$ cat src/rtl/kuznechik_key_store.sv
// Kuznechik round-key register file: pair capture, key streaming, random read.
// Optional reverse-order streaming via `define KEY_STORE_DECRYPT_EN.
module kuznechik_key_store #(
  parameter int KEY_W    = 128,
  parameter int NUM_KEYS = 10
) (
  input  logic               i_clk,
  input  logic               i_rst,
  input  logic               i_load_key,
  input  logic [2*KEY_W-1:0] i_load_pair,
  input  logic               i_load_done,
  input  logic               i_clear,
  input  logic               i_start,
`ifdef KEY_STORE_DECRYPT_EN
  input  logic               i_decrypt,
`endif
  output logic [KEY_W-1:0]   o_key_out,
  output logic [3:0]         o_key_idx,
  output logic               o_key_valid,
  output logic               o_keys_ready,
  output logic               o_busy,
  input  logic [3:0]         i_rd_idx,
  output logic [KEY_W-1:0]   o_rd_key,
  output logic               o_err
);

  localparam int NP = NUM_KEYS / 2;
  localparam int CW = $clog2(NP + 1);
  localparam logic [CW-1:0] NPC  = CW'(NP);
  localparam logic [3:0]    NK4  = 4'(NUM_KEYS);
  localparam logic [3:0]    LAST = 4'(NUM_KEYS - 1);

  typedef enum logic [1:0] {
    S_EMPTY  = 2'd0,
    S_FULL   = 2'd1,
    S_STREAM = 2'd2
  } state_t;

  state_t            r_state, w_state_n;
  logic [CW-1:0]     r_cnt, w_cnt_n, w_cnt_ld;
  logic              r_err, w_err_n;
  logic [3:0]        r_sidx, w_sidx_n;
  logic              r_dec, w_dec_n, w_dec;
  logic [KEY_W-1:0]  r_key_out, w_out_n;
  logic [3:0]        r_key_idx, w_idx_n;
  logic              r_key_valid, w_valid_n;
  logic              w_wr;
  logic [3:0]        w_wa, w_first_idx, w_next_idx;
  logic [KEY_W-1:0]  r_keys [NUM_KEYS];
  logic [KEY_W-1:0]  r_rd_key;

`ifdef KEY_STORE_DECRYPT_EN
  assign w_dec = i_decrypt;
`else
  assign w_dec = 1'b0;
`endif

  assign w_cnt_ld    = r_cnt + (i_load_key ? CW'(1) : CW'(0));
  assign w_wa        = 4'({r_cnt, 1'b0});
  assign w_first_idx = w_dec ? LAST : 4'd0;
  assign w_next_idx  = r_dec ? (LAST - r_sidx) : r_sidx;

  always_comb begin
    w_state_n = r_state;
    w_cnt_n   = r_cnt;
    w_err_n   = r_err;
    w_sidx_n  = r_sidx;
    w_dec_n   = r_dec;
    w_out_n   = '0;
    w_idx_n   = '0;
    w_valid_n = 1'b0;
    w_wr      = 1'b0;
    if (i_clear) begin
      w_state_n = S_EMPTY;
      w_cnt_n   = '0;
      w_err_n   = 1'b0;
      w_sidx_n  = '0;
    end else begin
      unique case (r_state)
        S_EMPTY: begin
          if (i_load_key) begin
            w_wr    = 1'b1;
            w_cnt_n = w_cnt_ld;
            if (w_cnt_ld == NPC) w_state_n = S_FULL;
          end
          if (i_load_done && (w_cnt_ld < NPC)) w_err_n = 1'b1;
        end
        S_FULL: begin
          if (i_load_key) begin
            w_err_n = 1'b1;
          end else if (i_start && !i_load_done) begin
            w_state_n = S_STREAM;
            w_dec_n   = w_dec;
            w_sidx_n  = 4'd1;
            w_valid_n = 1'b1;
            w_idx_n   = w_first_idx;
            w_out_n   = r_keys[w_first_idx];
          end
        end
        S_STREAM: begin
          if (i_load_key) w_err_n = 1'b1;
          // r_sidx counts keys already presented; stop after the last one
          if (r_sidx == NK4) begin
            w_state_n = S_FULL;
            w_sidx_n  = '0;
          end else begin
            w_sidx_n  = r_sidx + 4'd1;
            w_valid_n = 1'b1;
            w_idx_n   = w_next_idx;
            w_out_n   = r_keys[w_next_idx];
          end
        end
        default: w_state_n = S_EMPTY;
      endcase
    end
  end

  always_ff @(posedge i_clk) begin
    if (i_rst) begin
      r_state     <= S_EMPTY;
      r_cnt       <= '0;
      r_err       <= 1'b0;
      r_sidx      <= '0;
      r_dec       <= 1'b0;
      r_key_out   <= '0;
      r_key_idx   <= '0;
      r_key_valid <= 1'b0;
    end else begin
      r_state     <= w_state_n;
      r_cnt       <= w_cnt_n;
      r_err       <= w_err_n;
      r_sidx      <= w_sidx_n;
      r_dec       <= w_dec_n;
      r_key_out   <= w_out_n;
      r_key_idx   <= w_idx_n;
      r_key_valid <= w_valid_n;
    end
  end

  always_ff @(posedge i_clk) begin
    if (w_wr) begin
      r_keys[w_wa]        <= i_load_pair[2*KEY_W-1:KEY_W];
      r_keys[w_wa + 4'd1] <= i_load_pair[KEY_W-1:0];
    end
  end

  always_ff @(posedge i_clk) begin
    if (i_rst)                r_rd_key <= '0;
    else if (i_rd_idx < NK4)  r_rd_key <= r_keys[i_rd_idx];
    else                      r_rd_key <= '0;
  end

  assign o_key_out    = r_key_out;
  assign o_key_idx    = r_key_idx;
  assign o_key_valid  = r_key_valid;
  assign o_keys_ready = (r_state != S_EMPTY);
  assign o_busy       = (r_state == S_STREAM);
  assign o_rd_key     = r_rd_key;
  assign o_err        = r_err;

endmodule

$ cat config.mk
export PLATFORM = sky130hd
export DESIGN_NAME = kuznechik_key_store
export DESIGN_NICKNAME = d
export VERILOG_FILES = /design/src/rtl/kuznechik_key_store.sv
export SDC_FILE = /design/constraint.sdc
export NUM_CORES = 2
export LEC_CHECK = 0
export CAP_MARGIN = 0
export CELL_PAD_IN_SITES_DETAIL_PLACEMENT = 1
export CELL_PAD_IN_SITES_GLOBAL_PLACEMENT = 2
export CORE_ASPECT_RATIO = 1.4
export CORE_MARGIN = 4
export CORE_UTILIZATION = 30
export DETAILED_ROUTE_END_ITERATION = 8
export PLACE_DENSITY_LB_ADDON = 0.1
export SYNTH_ARGS = -nofsm -noshare
export SYNTH_HDL_FRONTEND = slang
export SYNTH_SLANG_ARGS = --single-unit
$ cat constraint.sdc
create_clock -name i_clk -period 74.7 [get_ports i_clk]
set_input_delay 14.94 -clock i_clk [delete_from_list [all_inputs] [get_ports i_clk]]
set_output_delay 14.94 -clock i_clk [all_outputs]
set_load 0.02 [all_outputs]
# [Yosys cells after proc, flatten, opt, wreduce, memory -nomap -nowiden]
# Memory sizes are Yosys's and may differ from the RTL's. A register that Yosys moved wholly into a read port is not among the register bits.
# Cells that the tools add are included.
[classes] magnitude_cmp=2 bitwise=2 muxes=29 n_eq_ne=11 addsub=3 n_reduce_logical=15
[ops] cell="$mux W128" count=3
[ops] cell="$pmux W128 S2" count=1
[ops] cell="$mux W4" count=5
[ops] cell="$mux W1" count=11
[ops] cell="$mux W2" count=5
[ops] cell="$ne A2 B2 Y1 const B" count=5
[ops] cell="$add A4 B1 Y4 const B" count=2
[ops] cell="$pmux W4 S2" count=1
[ops] cell="$pmux W2 S3" count=1
[ops] cell="$reduce_and A3 Y1" count=2
[ops] cell="$reduce_bool A2 Y1" count=3
[ops] cell="$reduce_or A2 Y1" count=3
[ops] cell="$reduce_and A5 Y1" count=1
[ops] cell="$eq A4 B4 Y1 const B" count=1
[ops] cell="$lt A4 B4 Y1 const B" count=1
[ops] cell="$ne A2 B1 Y1 const B" count=2
[ops] cell="$pmux W1 S2" count=2
[ops] cell="$reduce_or A4 Y1" count=1
[ops] cell="$add A3 B1 Y3" count=1
[ops] cell="$eq A3 B3 Y1 const B" count=1
[ops] cell="$lt A3 B3 Y1 const B" count=1
[ops] cell="$eq A2 B1 Y1 const B" count=1
[ops] cell="$eq A2 B2 Y1 const B" count=1
[ops] cell="$logic_and A1 B1 Y1" count=2
[ops] cell="other kinds (4)" count=5
[totals] inputBits=266 n_memories=1 ramBits=1280 register_bits=143 elab_cells=70
[memory_table] name="r_keys" words=10 width=128 read_ports=3 rd_clocked_by_memory_dff=2 wr=2 line_no="49" source="logic [KEY_W-1:0] r_keys [NUM_KEYS];"

# [Logic depth before layout (Yosys ltp)]
[logic_depth] depth_word=7 ltp_mapped=9 ltp_nobuf=6

# [Least setup slack after synthesis]
# Ideal clock, no wire load.
[synth_timing] path_kind="input-to-reg" startpoint="in i_load_key" endpoint="mem r_keys[8][0] (enable)" setup_ps=1239 path_buffers=0 t_arrival_ps=33837 path_slack_ps=39624 path_stages=3 t_required_ps=73461 path_cell_list="nand2_1 -> or3_1 -> nor3b_1"
[synth_lines] item="start: declaration" line_no="9" source="input logic i_load_key,"
[synth_lines] item="end: declaration" line_no="49"

==> results.md <==
* First-pass GRT wire length at 309,800 um
* Die height at 561.8 um
* Total setup buffers inserted after CTS at 0
* Crit. End Element: flop
* Largest net degree at the start of global routing at 113
* CP arrival at 19.47 ns
* H-tree Lvls at 4
* Crit-path max FO at 51
* Final non-filler cell area at 79,500 um2
* DR WL/cell at 30.55 um
* Syn nets at 3,861
* Worst Setup Start Kind: input pin
* Clock Tree Buf Depth at 4
* Root Driver: clkbuf_16
* Cell Area, Synth at 65,710 um2
* Worst VDD drop at 17.13 uV
* Vias at 37,270
* Post-layout util at 0.3644
* PwrDens at 23.89 nW/um2
* Die W at 403.6 um
* Layout Nets at 4,353
* Area leader, netlist: edfxtp_1
* P_leak at 23.94 nW
* Final ANT Viol Nets at 0
* # IOs at 530
* Remaining DRCs at 0
* Register bit total from synthesis at 1,555
* Setup Skew at 0.03245 ns
* Cts repair resizes at 0
* DRT iter0 DRCs at 2,103
* CTS sink count at 1,555
* Syn_area_per_cell at 18.32 um2
* Pre-antenna DRT Iters at 7
* Clock-pin slew on the worst setup and hold paths at 0.06 ns
* Library cells used by synthesis at 43
* Fmax at 52.46 MHz
* Hold/Removal Path Class: flop to flop
* Synth cell count leaders: edfxtp_1 (1,280), mux4_2 (512), dfxtp_1 (275)
* CTS tree: built
* Global Route Usage Sum at 0.1892
* Number of port buffers at 529
* Hold Fails Final Rpt at 0
* Setup violations, final at 0
* Max-cap violations at 0
* WP data required at 75.10 ns
* Total power at 1.900 mW
* Crit path kind: input pin to flop
* Max_slew headroom at 0.2047
* Die area at 226,700 um2
* Worst-Margin Slew at 1.193 ns
* Crit path time final at 19.06 ns
* Cells along the critical path: clkdlybuf4s50_1 -> nand2_1 -> or3_1 -> nor3_2 -> buf_4 -> buf_4 -> buf_4 -> buf_4
* Placer Congestion at 0.7022
* Detail Placement HPWL at 124,200 um
* Hold WS at 0.4637 ns
* Final setup TNS at 0 ns
* Post-DP Area at 73,970 um2
* Post-Syn Instances at 3,587
* Synth async-reset ratio at 0
* Status: completed
* Seq/Total Area, Yosys at 0.6687
* Ys flop type: edfxtp_1
* Most numerous cell in the Yosys netlist: edfxtp_1
* Top cell type's share of synthesized area at 0.5849
* Area contributors post-synth: edfxtp_1 (58%), mux4_2 (18%), dfxtp_1 (8.4%), mux2i_1 (3.9%), mux2_2 (2.2%)
* Initial antenna violation count at 57
* Syn-to-layout area delta at 20.98%
* Fraction of layout cells with a size suffix above 1 at 0.2329
* Cell row count at 203
* Worst-skew pair later-pin latency at 0.79 ns
* Slew Limit Fails at 0
* Slowest stage delay, CP at 0.81 ns
* Hold-fix buffers at CTS at 0
* Total grt overflow at 0
* Via/cell ratio at 5.245
* Drt total wl at 217,100 um
* Cts bufs inserted at 175
* CP max-delay cell: buf_4
* CP dominant cell by count: buf_4
* Vias in the first global route at 41,510
* Initial core utilization at 0.3012
* Core area at 218,200 um2
* Final period utilization at 0.2552
* Synthesis warning total at 0
* Post-synth EDFFs at 1,280
* Setup repair after global routing missed its margin: no
[cell usage in the layout, fill, tap and decap left out, types with 3 or more instances in the layout]
| master | instances |
|---|---|
| ha_1 | 8 |
| or3_1 | 3 |
| o211ai_1 | 127 |
| nor2_1 | 8 |
| inv_6 | 4 |
| clkinv_1 | 24 |
| mux2i_1 | 257 |
| dfxtp_1 | 271 |
| nand3_1 | 4 |
| mux4_2 | 512 |
| mux2_2 | 128 |
| clkbuf_1 | 41 |
| o22ai_1 | 129 |
| clkbuf_8 | 15 |
| a21oi_1 | 133 |
| o21ai_1 | 3 |
| dfxtp_4 | 4 |
| clkbuf_16 | 178 |
| clkinv_2 | 35 |
| clkinvlp_4 | 7 |
| and3_1 | 3 |
| a211oi_1 | 129 |
| bufinv_16 | 10 |
| inv_1 | 6 |
| clkdlybuf4s50_1 | 526 |
| nand2_1 | 265 |
| buf_4 | 61 |
| buf_12 | 11 |
| edfxtp_1 | 1280 |
| diode_2 | 18 |
[power by group]
part | leakage (nW) | total (mW) | internal, mW | switching [mW]
clock | 2.69 | 0.838 | 0.486 | 0.351
sequential | 13.8 | 0.958 | 0.951 | 0.00747
combinational | 7.40 | 0.103 | 0.0462 | 0.0572
total | 23.9 | 1.90 | 1.48 | 0.416
[flip-flops by register name (all words and copies together), names as in the netlist, named ones only]
register and cells:
o_key_idx 4, o_key_out 128, r_keys 1280, r_state 2, o_err 1, o_key_valid 1
r_cnt 3, r_sidx 4, o_rd_key 128
[metal layers]
metal,vias to the layer above,share of wire,GRT usage
met5,-,0.0011,0
met4,36,0.016,0.03492
met3,269,0.060,0.03993
met2,968,0.48,0.3140
met1,20130,0.44,0.2588
li1,15870,-,-
[through the flow]
stage	setup slack [ns]	std cells
after floorplan	39.62	3587
after global placement	54.72	6772
after detailed placement	54.72	6772
after CTS	55.58	7087
after global routing	55.39	7089
final	55.64	7105
[cell families after synthesis]
| family | after synthesis | synth area share |
|---|---|---|
| multiplexers | 897 | 0.2366 |
| buffers and inverters | 293 | 0.02171 |
| AO/OA/AOI/OAI | 530 | 0.05303 |
| AND/OR/NAND/NOR | 302 | 0.01822 |
| XOR/XNOR | 2 | 0.0002666 |
| adder cells (fa/ha/maj) | 8 | 0.001523 |
| flip-flops | 1555 | 0.6687 |
[worst max-delay path, delay by kind of cell]
kind          cells  cell delay (ns)
simple gates      3             0.74
buf+inv           5             3.64
[worst paths after layout]
kind,cells past startpoint,slack [ns],endpoint,startpoint
worst max-delay path,8,55.64,r_keys[0][21],i_load_key
worst min-delay path,1,0.46,o_err,o_err
worst max register to register,9,69.65,r_keys[0][21],r_state[1]
worst min register to register,1,0.46,o_err,o_err
[layout make-up]
class,instances,area (um2)
tap,2870,3591
timing repair buffer,601,5984
multi-input combinational,1739,20410
antenna,18,45.04
clock inverter,81,674.4
inverter,7,26.28
clock buffer,234,4815
fill,21580,138700
sequential,1555,43960
(Power assumes the default switching activity.)
